$ cat config.mk
export PLATFORM = sky130hd
export DESIGN_NAME = drum_timing_gen_flat
export DESIGN_NICKNAME = d
export VERILOG_FILES = /design/src/rtl/drum_timing_gen_if.sv /design/src/rtl/drum_timing_gen.sv /design/src/flat_wrapper.sv
export SDC_FILE = /design/constraint.sdc
export NUM_CORES = 1
export LEC_CHECK = 0
export BUFFER_PORTS_ARGS = -buffer_cell sky130_fd_sc_hd__buf_2
export CORE_UTILIZATION = 53
export CTS_BUF_LIST = sky130_fd_sc_hd__clkbuf_16
export DETAILED_ROUTE_END_ITERATION = 7
export PLACE_DENSITY_LB_ADDON = 0.2
export SLEW_MARGIN = 10
export SYNTH_ARGS = -nofsm -noshare
export SYNTH_HDL_FRONTEND = slang
export SYNTH_SLANG_ARGS = --single-unit
$ cat constraint.sdc
create_clock -name CLOCK -period 4.3 [get_ports CLOCK]
set_input_delay 1.29 -clock CLOCK [delete_from_list [all_inputs] [get_ports CLOCK]]
set_output_delay 1.29 -clock CLOCK [all_outputs]
set_load 0.01 [all_outputs]
$ cat src/rtl/drum_timing_gen_if.sv
// Drum timing bus: bit-time controls in, counters and decoded strobes out.
interface drum_timing_gen_if #(
   parameter int unsigned BT_W = 5,
   parameter int unsigned WT_W = 7,
   parameter int unsigned WS_W = 2
);
   logic            BIT_EN;
   logic            RESYNC;
   logic            HOLD;
   logic [BT_W-1:0] BT;
   logic [WT_W-1:0] WT;
   logic [WS_W-1:0] WS;
   logic            T0;
   logic            T1;
   logic            T13;
   logic            T21;
   logic            T28;
   logic            TE;
   logic            REV;
   logic            SYNC_ACK;

   // Controller side: drives the bit-time controls, consumes timing
   modport master (
      output BIT_EN, RESYNC, HOLD,
      input  BT, WT, WS, T0, T1, T13, T21, T28, TE, REV, SYNC_ACK
   );

   // Timing generator side
   modport slave (
      input  BIT_EN, RESYNC, HOLD,
      output BT, WT, WS, T0, T1, T13, T21, T28, TE, REV, SYNC_ACK
   );
endinterface

$ cat src/rtl/drum_timing_gen.sv
// G-15 drum timing: bit-time / word-time counters with registered strobe decode
// and a latched resync request that realigns to word 0, bit 0.
module drum_timing_gen #(
   parameter int unsigned WORD_BITS   = 29,
   parameter int unsigned LONG_WORDS  = 108,
   parameter int unsigned SHORT_WORDS = 4
) (
   input  logic                CLOCK,
   input  logic                rst,
   drum_timing_gen_if.slave    bus
);

   localparam int unsigned BT_W = $clog2(WORD_BITS);
   localparam int unsigned WT_W = $clog2(LONG_WORDS);
   localparam int unsigned WS_W = $clog2(SHORT_WORDS);

   localparam logic [BT_W-1:0] BT_LAST = BT_W'(WORD_BITS - 1);
   localparam logic [WT_W-1:0] WT_LAST = WT_W'(LONG_WORDS - 1);

   typedef enum logic {
      IDLE = 1'b0,
      PEND = 1'b1
   } state_e;

   state_e          state_q, state_d;
   logic [BT_W-1:0] bt_q, bt_d;
   logic [WT_W-1:0] wt_q, wt_d;
   logic [WS_W-1:0] ws_q, ws_d;
   logic            t0_q, t0_d;
   logic            t1_q, t1_d;
   logic            t13_q, t13_d;
   logic            t21_q, t21_d;
   logic            t28_q, t28_d;
   logic            te_q, te_d;
   logic            rev_q, rev_d;
   logic            sync_ack_q, sync_ack_d;

   // Next-state: resync FSM, counter advance, and strobe decode of the next count
   always_comb begin
      state_d    = state_q;
      bt_d       = bt_q;
      wt_d       = wt_q;
      sync_ack_d = 1'b0;

      case (state_q)
         IDLE: begin
            if (bus.RESYNC) begin
               state_d = PEND;
            end
            if (bus.BIT_EN && !bus.HOLD) begin
               // Out-of-range values also fall into the wrap/clear paths
               if (bt_q >= BT_LAST) begin
                  bt_d = '0;
                  wt_d = (wt_q >= WT_LAST) ? '0 : wt_q + WT_W'(1);
               end else begin
                  bt_d = bt_q + BT_W'(1);
                  if (wt_q > WT_LAST) begin
                     wt_d = '0;
                  end
               end
            end
         end
         PEND: begin
            // Load overrides HOLD; a RESYNC on this edge is absorbed
            if (bus.BIT_EN) begin
               bt_d       = '0;
               wt_d       = '0;
               sync_ack_d = 1'b1;
               state_d    = IDLE;
            end
         end
         default: begin
            state_d = IDLE;
         end
      endcase

      ws_d  = WS_W'(wt_d % WT_W'(SHORT_WORDS));
      t0_d  = (bt_d == '0);
      t1_d  = (bt_d == BT_W'(1));
      t13_d = (bt_d == BT_W'(13));
      t21_d = (bt_d == BT_W'(21));
      t28_d = (bt_d == BT_LAST);
      te_d  = ~wt_d[0];
      rev_d = (bt_d == BT_LAST) && (wt_d == WT_LAST);
   end

   // State, counters and strobes; reset leaves word 0, bit 0 decoded
   always_ff @(posedge CLOCK or posedge rst) begin
      if (rst) begin
         state_q    <= IDLE;
         bt_q       <= '0;
         wt_q       <= '0;
         ws_q       <= '0;
         t0_q       <= 1'b1;
         t1_q       <= 1'b0;
         t13_q      <= 1'b0;
         t21_q      <= 1'b0;
         t28_q      <= 1'b0;
         te_q       <= 1'b1;
         rev_q      <= 1'b0;
         sync_ack_q <= 1'b0;
      end else begin
         state_q    <= state_d;
         bt_q       <= bt_d;
         wt_q       <= wt_d;
         ws_q       <= ws_d;
         t0_q       <= t0_d;
         t1_q       <= t1_d;
         t13_q      <= t13_d;
         t21_q      <= t21_d;
         t28_q      <= t28_d;
         te_q       <= te_d;
         rev_q      <= rev_d;
         sync_ack_q <= sync_ack_d;
      end
   end

   assign bus.BT       = bt_q;
   assign bus.WT       = wt_q;
   assign bus.WS       = ws_q;
   assign bus.T0       = t0_q;
   assign bus.T1       = t1_q;
   assign bus.T13      = t13_q;
   assign bus.T21      = t21_q;
   assign bus.T28      = t28_q;
   assign bus.TE       = te_q;
   assign bus.REV      = rev_q;
   assign bus.SYNC_ACK = sync_ack_q;

endmodule

$ cat src/flat_wrapper.sv
// flat-port wrapper written by rule: the top's interface ports become plain ports
module drum_timing_gen_flat 
#(
   parameter int unsigned WORD_BITS   = 29,
   parameter int unsigned LONG_WORDS  = 108,
   parameter int unsigned SHORT_WORDS = 4
)
  (CLOCK, rst, bus_BIT_EN, bus_RESYNC, bus_HOLD, bus_BT, bus_WT, bus_WS, bus_T0, bus_T1, bus_T13, bus_T21, bus_T28, bus_TE, bus_REV, bus_SYNC_ACK);
  drum_timing_gen_if bus_i ();
  input  logic CLOCK;
  input  logic rst;
  input wire logic [$bits(bus_i.BIT_EN)-1:0] bus_BIT_EN;
  input wire logic [$bits(bus_i.RESYNC)-1:0] bus_RESYNC;
  input wire logic [$bits(bus_i.HOLD)-1:0] bus_HOLD;
  output wire logic [$bits(bus_i.BT)-1:0] bus_BT;
  output wire logic [$bits(bus_i.WT)-1:0] bus_WT;
  output wire logic [$bits(bus_i.WS)-1:0] bus_WS;
  output wire logic [$bits(bus_i.T0)-1:0] bus_T0;
  output wire logic [$bits(bus_i.T1)-1:0] bus_T1;
  output wire logic [$bits(bus_i.T13)-1:0] bus_T13;
  output wire logic [$bits(bus_i.T21)-1:0] bus_T21;
  output wire logic [$bits(bus_i.T28)-1:0] bus_T28;
  output wire logic [$bits(bus_i.TE)-1:0] bus_TE;
  output wire logic [$bits(bus_i.REV)-1:0] bus_REV;
  output wire logic [$bits(bus_i.SYNC_ACK)-1:0] bus_SYNC_ACK;
  assign bus_i.BIT_EN = bus_BIT_EN;
  assign bus_i.RESYNC = bus_RESYNC;
  assign bus_i.HOLD = bus_HOLD;
  assign bus_BT = bus_i.BT;
  assign bus_WT = bus_i.WT;
  assign bus_WS = bus_i.WS;
  assign bus_T0 = bus_i.T0;
  assign bus_T1 = bus_i.T1;
  assign bus_T13 = bus_i.T13;
  assign bus_T21 = bus_i.T21;
  assign bus_T28 = bus_i.T28;
  assign bus_TE = bus_i.TE;
  assign bus_REV = bus_i.REV;
  assign bus_SYNC_ACK = bus_i.SYNC_ACK;
  drum_timing_gen #(.WORD_BITS(WORD_BITS), .LONG_WORDS(LONG_WORDS), .SHORT_WORDS(SHORT_WORDS)) u_core (.CLOCK(CLOCK), .rst(rst), .bus(bus_i));
endmodule
==> metrics.log, run 1 <==
[metrics] maximum number of pins on one net before global-route repair: 22
[metrics] residual antenna-violating net count after detailed routing: 0
[metrics] number of buffers on the longest clock path: 2
[metrics] number of hold violations in the final report: 0
[metrics] number of synthesized flops with an enable pin: 0
[metrics] Peak supply drop: 0.000262 V
[metrics] y dimension of the die: around 51 um
[metrics] worst setup skew after layout: between 0.001 and 0.0015 ns
[metrics] dominant combinational cell family by area after synthesis: simple AND/OR/NAND/NOR gates
[metrics] count of max-cap constraint violations: 0
[metrics] global placement routability congestion: 0.885
[metrics] Max Clk Rate: about 350 MHz
[metrics] Setup Crit Path Kind: in2reg
[metrics] final number of max-transition violations: 0
[metrics] Clk Latency, worst-skew pair: roughly 0.25 ns
[metrics] Worst Max-Slew Pin Slew: 0.806 ns
[metrics] die area: roughly 2600 um2
[metrics] commonest register cell after synthesis: sky130_fd_sc_hd__dfrtp_1
[metrics] hold buffer count at CTS: 0
[metrics] Antenna Cells: 0
[metrics] via count of the first global-routing pass: 1062
[metrics] Setup-failing EPs final: 0
[metrics] final core area utilization: 0.664
[metrics] Core Area: 2230 um2
[metrics] P per Cell Area: ~380 nW/um2
[metrics] buffer type at the clock tree root: sky130_fd_sc_hd__clkbuf_16
[metrics] Synth Area in Simple Gates: 0.280
[metrics] fraction of layout cells with a size suffix above 1: 0.222
[metrics] post-route design area: 1480 um2
[metrics] RSZ-0062 raised after global routing: false
[metrics] half-perimeter wire length after placement: 2.05 mm
[metrics] Post-Synthesis Cell Area: 1270 um2
[metrics] global-route wire length before repair: around 5.0 mm
[metrics] Total Neg Setup Slack: 0 ns
[metrics] global-route usage over all layers: 0.260
[metrics] RR Endpoint: u_core.bus.REV$_DFF_PP0_
[metrics] FF-to-FF setup slack: ~1.9 ns
[metrics] total grt overflow: 0
[metrics] Critical Path Start Type: primary input
[metrics] total clock sinks: 21
[metrics] critical path arrival: approximately 3.0 ns
[metrics] effective utilization at floorplan: 0.570
[metrics] vias after detailed routing: 1181
[metrics] # H-tree levels: 1
[metrics] drt via density: slightly above 6
[metrics] data required time at the worst endpoint: 4.49 ns
[metrics] post-synthesis share of cell area spent on full adders, half adders and majority gates: 0.0295
[metrics] post-synthesis to final-layout area growth: 16.5%
[metrics] detailed-route wire length per cell: 15.1 um
[metrics] # nets final: about 180
[metrics] number of top-level pins: 27
[metrics] distinct cell type count after synthesis: 47
[metrics] final routed wirelength across all metal layers: 2.95 mm
[metrics] worst reg2reg path depth: 7
[metrics] quantity of I/O buffers inserted on ports: 26
[metrics] Worst setup EP type: register
[metrics] peak fanout along the critical path: 12
[metrics] number of buffers created by CTS: 3
[metrics] antenna violations before repair: 0
[metrics] multiplexer share of the synthesized area: 0.00787
[metrics] time the worst path needs with I/O delays and setup: 2.82 ns
[metrics] Remaining DRCs: 0
[metrics] path type of the worst min-delay path: reg2reg
[metrics] Lkg Pwr: roughly 0.75 nW
[metrics] status: completed
[metrics] Largest register FFs: 7
[metrics] Gate Count Post-Synth: approximately 140
[metrics] number of design-rule violations left by the first detailed-router iteration: 78
[metrics] Seq cells post-synth: 21
[metrics] synthesized net count: 150
[metrics] Synth Area in XOR/XNOR: 0
[metrics] setup fix buffers added after clock tree synthesis: 0
[metrics] post-detailed-placement cell area: 1400 um2
[metrics] share of flip-flops with an asynchronous set or reset: 1.00
[metrics] TritonCTS clock tree: done
[metrics] share of the cycle needed by the critical path after routing: 0.656
[metrics] die outline width: roughly 50 um
[metrics] number of rows created at floorplan: 17
[metrics] Synthesis Warnings: 0
[metrics] worst slew slack as a fraction of its limit: 0.462
[metrics] fraction of the mapped netlist area in compound gates: 0.190
[metrics] proportion of synthesized chip area in sequential cells: 0.415
[metrics] Worst Setup SP: bus_BIT_EN
[metrics] critical path endpoint: u_core.bus.REV$_DFF_PP0_
[metrics] mean post-synth cell area: between 8 and 9 um2
[metrics] smallest hold slack: 0.622 ns
[metrics] reg-to-reg critical path startpoint: u_core.bus.WT[0]$_DFF_PP0_
[metrics] number of gates given a new drive strength after cts: 0
[metrics] clock transition time at the flip-flop clock pins of the worst setup and hold paths: approximately 0.060 ns
[metrics] drt first pass iters: 5
logic make-up after synthesis:
group | Yosys count
mux | 1
buf+inv | 22
simple gates | 59
compound gates | 36
flops | 21
fa+ha+maj | 3
how the worst min path moves through the flow:
| stage | startpoint | endpoint | slack, ns | depth (start not counted) |
|---|---|---|---|---|
| 6_report | u_core.bus.WT[6]$_DFF_PP0_ | u_core.bus.WT[6]$_DFF_PP0_ | 0.62 | 2 |
| 5_1_grt | u_core.bus.WT[5]$_DFF_PP0_ | u_core.bus.WT[6]$_DFF_PP0_ | 0.67 | 2 |
| 4_1_cts | u_core.bus.WT[5]$_DFF_PP0_ | u_core.bus.WT[6]$_DFF_PP0_ | 0.63 | 2 |
| 3_5_place_dp | u_core.bus.WT[5]$_DFF_PP0_ | u_core.bus.WT[6]$_DFF_PP0_ | 0.62 | 2 |
| 3_3_place_gp | u_core.bus.WT[5]$_DFF_PP0_ | u_core.bus.WT[6]$_DFF_PP0_ | 0.61 | 2 |
| 2_1_floorplan | u_core.state_q$_DFF_PP0_ | u_core.state_q$_DFF_PP0_ | 0.59 | 2 |
cells in the mapped netlist (all sizes together) (2+ instances only):
cell type | count | share of area
nor4 | 3 | 0.020
nand2 | 10 | 0.030
a31oi | 2 | 0.0098
nor2b | 2 | 0.0098
ha | 3 | 0.030
a21oi | 5 | 0.020
dfrtp | 19 | 0.37
nor3 | 9 | 0.039
and3 | 4 | 0.020
a2111oi | 2 | 0.019
and2 | 2 | 0.0098
nand2b | 6 | 0.030
nand3 | 8 | 0.035
dfstp | 2 | 0.041
a22oi | 3 | 0.018
nor2 | 7 | 0.021
buf | 4 | 0.025
o21ai | 15 | 0.059
inv | 16 | 0.047
layout by cell type (no fill, tap or decap), drive strengths merged, types with 3 or more instances in the layout:
cell type / instances
nand2: 10
and3: 4
dfrtp: 19
nor3: 9
a21oi: 5
o21ai: 15
a22oi: 3
nor4: 3
inv: 16
nor2: 7
ha: 3
nand3: 8
nand2b: 6
clkbuf: 3
buf: 26
per-stage QoR:
stage / setup slack (ns) / std cells / power [mW]
floorplan: 1.52 / 142 / 0.330
global placement: 1.31 / 191 / 0.373
detailed placement: 1.24 / 191 / 0.373
CTS: 1.48 / 195 / 0.568
global route: 1.27 / 195 / 0.597
finish: 1.48 / 195 / 0.568
report_power, final:
group / switching (mW) / internal [mW]
Combinational: 0.0681 / 0.0488
Sequential: 0.0342 / 0.222
Clock: 0.0700 / 0.125
Total: 0.172 / 0.395
layer usage:
layer  global-route usage  up-vias  part of all wire
met3               0.0506        7             0.091
met5                    0        -                 0
met1                0.376      545              0.44
met4               0.0833        0             0.014
met2                0.386       68              0.46
li1                     -      561                 -
cell type report:
type | instances | area (um2)
clock buffer | 3 | 75.1
clock inverter | 1 | 5.00
fill | 190 | 751
inverter | 17 | 63.8
multi-input combinational | 99 | 646
sequential | 21 | 528
tap | 28 | 35.0
timing repair buffer | 26 | 130
critical path, cell delays in order:
cell,delay [ns]
sky130_fd_sc_hd__buf_2,0.18
sky130_fd_sc_hd__or3b_1,0.45
sky130_fd_sc_hd__nor3_1,0.23
sky130_fd_sc_hd__a31oi_1,0.10
sky130_fd_sc_hd__inv_1,0.11
sky130_fd_sc_hd__nand4_1,0.16
sky130_fd_sc_hd__a2111oi_2,0.26
sky130_fd_sc_hd__o2111a_1,0.23
Note: power is estimated with default switching activity, not from simulation.
==> run 2: changes to the inputs <==
ABC_AREA = 1   (was unset)
clock period = 2.8 ns   (was 4.3 ns; I/O delays follow)
==> run 2 against run 1 <==
Net effect:
- clock-buffer cell count is the same
- global-route usage is 1.6 points lower
- highest routed layer unchanged
- register-to-register slack worse by 0.94 ns
- worst setup slack worse by 0.61 ns
- critical path depth increased by 4
- critical endpoint unchanged
- final cell count increased by 21%
==> metrics.log, run 2 <==
[metrics] status: completed
[metrics] Setup-failing EPs final: 0 (unchanged)
[metrics] RSZ-0062 raised after global routing: false
[metrics] leading post-synthesis cells by cell area: sky130_fd_sc_hd__dfrtp_1, sky130_fd_sc_hd__nand2_1, sky130_fd_sc_hd__nor2_1
[metrics] Setup Crit Path Kind: in2reg
[metrics] Gate Count Post-Synth: 179 (+26%)
[metrics] Peak supply drop: 0.000666 V (+150%)
[metrics] Worst Max-Slew Pin Slew: 0.727 ns (-0.0794 ns)
[metrics] global placement routability congestion: 0.941 (+6.4%)
[metrics] drt first pass iters: 4 (-1)
[metrics] smallest hold slack: 0.639 ns (+0.0169 ns)
[metrics] Worst setup EP type: register
[metrics] drt via density: 5.23 (-14%)
[metrics] peak fanout along the critical path: 6 (-6)
[metrics] post-synthesis to final-layout area growth: 17.3%
[metrics] met2 layer usage reported by global route: 0.374 (-0.0120)
[metrics] Core Area: 2300 um2 (+2.9%)
[metrics] Final WS setup: 0.868 ns (-0.609 ns)
[metrics] worst setup skew after layout: 0.00284 ns (+0.00151 ns)
[metrics] Largest register FFs: 7 (unchanged)
[metrics] # H-tree levels: 1 (unchanged)
[metrics] Seq cells post-synth: 21 (unchanged)
[metrics] Hold Path Cell Cnt: 2 (unchanged)
[metrics] most common library cells after synthesis: sky130_fd_sc_hd__nand2_1, sky130_fd_sc_hd__nor2_1, sky130_fd_sc_hd__inv_1, sky130_fd_sc_hd__dfrtp_1, sky130_fd_sc_hd__nand3_1
[metrics] Clk Latency, worst-skew pair: 0.25 ns (about the same)
[metrics] final routed wirelength across all metal layers: 2.86 mm (-3.2%)
[metrics] library cell with the largest summed area after synthesis: sky130_fd_sc_hd__dfrtp_1
[metrics] final core area utilization: 0.680 (+0.0164)
[metrics] final number of max-transition violations: 0 (unchanged)
[metrics] share of the cycle needed by the critical path after routing: 0.690
[metrics] detailed-route wire length per cell: 12.2 um (-20%)
[metrics] total design power: 774 uW (+36%)
[metrics] count of fill cells added during filler insertion: 197 (+3.7%)
[metrics] leading cell type in the layout, fill and taps excluded: sky130_fd_sc_hd__nand2_1
[metrics] post-synth top area share: 0.357 (-0.0168)
[metrics] number of gates given a new drive strength after cts: 0 (unchanged)
[metrics] mean post-synth cell area: 7.44 um2 (-17%)
[metrics] Remaining DRCs: 0 (unchanged)
[metrics] met1 demand-to-capacity share in global routing: 0.366 (-0.0104)
[metrics] via count of the first global-routing pass: 1111 (+4.6%)
[metrics] critical path arrival: 2.11 ns (-0.90 ns)
[metrics] number of buffers on the longest clock path: 2 (unchanged)
[metrics] Lkg Pwr: 0.891 nW (+18%)
[metrics] number of synthesized flops with an enable pin: 0 (unchanged)
[metrics] Max Clk Rate: around 520 MHz
[metrics] met3 Resource Use GR: 0.00292 (-0.0477)
[metrics] # nets final: 216 (+23%)
[metrics] buffer type at the clock tree root: sky130_fd_sc_hd__clkbuf_16
[metrics] time the worst path needs with I/O delays and setup: between 1.5 and 2 ns
[metrics] maximum number of pins on one net before global-route repair: 22 (unchanged)
[metrics] startpoint of the lowest-slack hold path: u_core.state_q$_DFF_PP0_
[metrics] die area: 2720 um2 (+4.5%)
[metrics] TritonCTS clock tree: done
[metrics] hold buffer count at CTS: 0 (unchanged)
[metrics] Placed Cells incl. Taps: 231 (+21%)
[metrics] number of buffers created by CTS: 3 (unchanged)
[metrics] Total Neg Setup Slack: 0 ns (unchanged)
[metrics] half-perimeter wire length after placement: 2.26 mm (+10%)
[metrics] commonest register cell after synthesis: sky130_fd_sc_hd__dfrtp_1
[metrics] vias after detailed routing: 1229 (+4.1%)
[metrics] most crowded layer after global routing: met2
[metrics] number of design-rule violations left by the first detailed-router iteration: 28 (-64%)
[metrics] Hold Path End: u_core.bus.SYNC_ACK$_DFF_PP0_
[metrics] global-route wire length before repair: 4.95 mm (-0.82%)
[metrics] antenna violations before repair: 0 (unchanged)
[metrics] commonest cells after routing, fill and taps aside: sky130_fd_sc_hd__nand2_1, sky130_fd_sc_hd__nor2_1, sky130_fd_sc_hd__buf_2
[metrics] total clock sinks: 21 (unchanged)
[metrics] Top cell by count, worst path: sky130_fd_sc_hd__nor2_1
[metrics] worst reg2reg path depth: 9 (+2)
[metrics] number of top-level pins: 27 (unchanged)
[metrics] distinct cell type count after synthesis: 25 (-47%)
[metrics] library cell with the highest instance count after synthesis: sky130_fd_sc_hd__nand2_1
[metrics] P per Cell Area: 495 nW/um2 (+29%)
[metrics] largest stage delay on the critical path: 0.15 ns (-0.30 ns)
[metrics] die outline width: 52.1 um (+2.2%)
[metrics] worst slew slack as a fraction of its limit: 0.515 (+0.0530)
[metrics] setup fix buffers added after clock tree synthesis: 0 (unchanged)
[metrics] number of rows created at floorplan: 17 (unchanged)
[metrics] total grt overflow: 0 (unchanged)
[metrics] number of hold violations in the final report: 0 (unchanged)
[metrics] count of max-cap constraint violations: 0 (unchanged)
[metrics] residual antenna-violating net count after detailed routing: 0 (unchanged)
[metrics] data required time at the worst endpoint: 2.97 ns (-1.52 ns)
[metrics] FF-to-FF setup slack: 0.97 ns (-0.94 ns)
[metrics] path type of the worst min-delay path: reg2reg
[metrics] final non-filler cell total: 235 (+21%)
[metrics] synthesized net count: 187 (+25%)
[metrics] quantity of I/O buffers inserted on ports: 26 (unchanged)
[metrics] effective utilization at floorplan: 0.580 (+0.0103)
[metrics] clock transition time at the flip-flop clock pins of the worst setup and hold paths: 0.05 ns (about the same)
[metrics] Post-Synthesis Cell Area: 1330 um2 (+4.7%)
[metrics] proportion of synthesized chip area in sequential cells: 0.396 (-0.0187)
[metrics] fraction of layout cells with a size suffix above 1: 0.290 (+0.0683)
[metrics] RR Endpoint: u_core.bus.REV$_DFF_PP0_
[metrics] Antenna Cells: 0 (unchanged)
[metrics] global-route usage over all layers: 0.243 (-0.0160)
[metrics] highest-delay cell along the critical path: sky130_fd_sc_hd__buf_2
[metrics] post-detailed-placement cell area: 1480 um2 (+5.7%)
[metrics] y dimension of the die: 52.1 um (+2.2%)
[metrics] Critical Path Start Type: primary input
[metrics] post-route design area: 1560 um2 (+5.4%)
[metrics] share of flip-flops with an asynchronous set or reset: 1.00 (unchanged)
[metrics] Synthesis Warnings: 0 (unchanged)
[metrics] reg-to-reg critical path startpoint: u_core.bus.BT[1]$_DFF_PP0_
[metrics] pre-CTS setup slack: 0.618 ns (-0.619 ns)
[metrics] critical-path cell list: buf_2 > nand2_4 > inv_2 > nand2_2 > nand2_4 > o21ai_2 > nand2_1 > nor2_1 > nand3_1 > nor2_1 > nand2_1 > nor2_1
==> run 2: layout make-up <==
class / instances / area, um2 / share of cell area
clock inverters: 1 / 5.00 / 0.00320
clock buffers: 3 / 75.1 / 0.0480
flip-flops and latches: 21 / 528 / 0.338
well taps: 28 / 35.0 / 0.0224
multi-input cells: 129 / 688 / 0.440
inverters: 27 / 101 / 0.0649
repair buffers: 26 / 130 / 0.0833
==> run 2: worst max-delay path, delay by kind of cell <==
kind,cells,cell delay [ns]
simple gates,9,0.98
buf+inv,2,0.23
compound gates,1,0.06
==> run 2: metal layers <==
metal / part of all wire / up-vias / wire (um)
li1: - / 608 / -
met1: 0.49 / 573 / 1390
met2: 0.46 / 40 / 1310
met3: 0.029 / 8 / 83
met4: 0.026 / 0 / 73
met5: 0 / - / 0
==> run 2: cells by family (layout without fill, tap and decap cells) <==
kind of cell,Yosys count,in the layout,share of synthesized area
simple gates,118,118,0.453
compound gates,8,8,0.0357
buf+inv,29,57,0.0873
flops,21,21,0.396
fa+ha+maj,3,3,0.0282
==> run 2: worst max-delay path by stage <==
stage	from	to	slack, ns
after floorplan	bus_HOLD	u_core.bus.REV$_DFF_PP0_	0.95
after global placement	bus_BIT_EN	u_core.bus.REV$_DFF_PP0_	0.67
after detailed placement	bus_BIT_EN	u_core.bus.REV$_DFF_PP0_	0.62
after CTS	bus_BIT_EN	u_core.bus.REV$_DFF_PP0_	0.87
after global routing	bus_BIT_EN	u_core.bus.REV$_DFF_PP0_	0.75
final	bus_BIT_EN	u_core.bus.REV$_DFF_PP0_	0.87
==> run 2: power breakdown <==
part           internal [mW]  leakage (nW)  switching [mW]
Combinational         0.0453         0.569          0.0877
Sequential             0.330         0.281          0.0236
Clock                  0.191        0.0409          0.0961
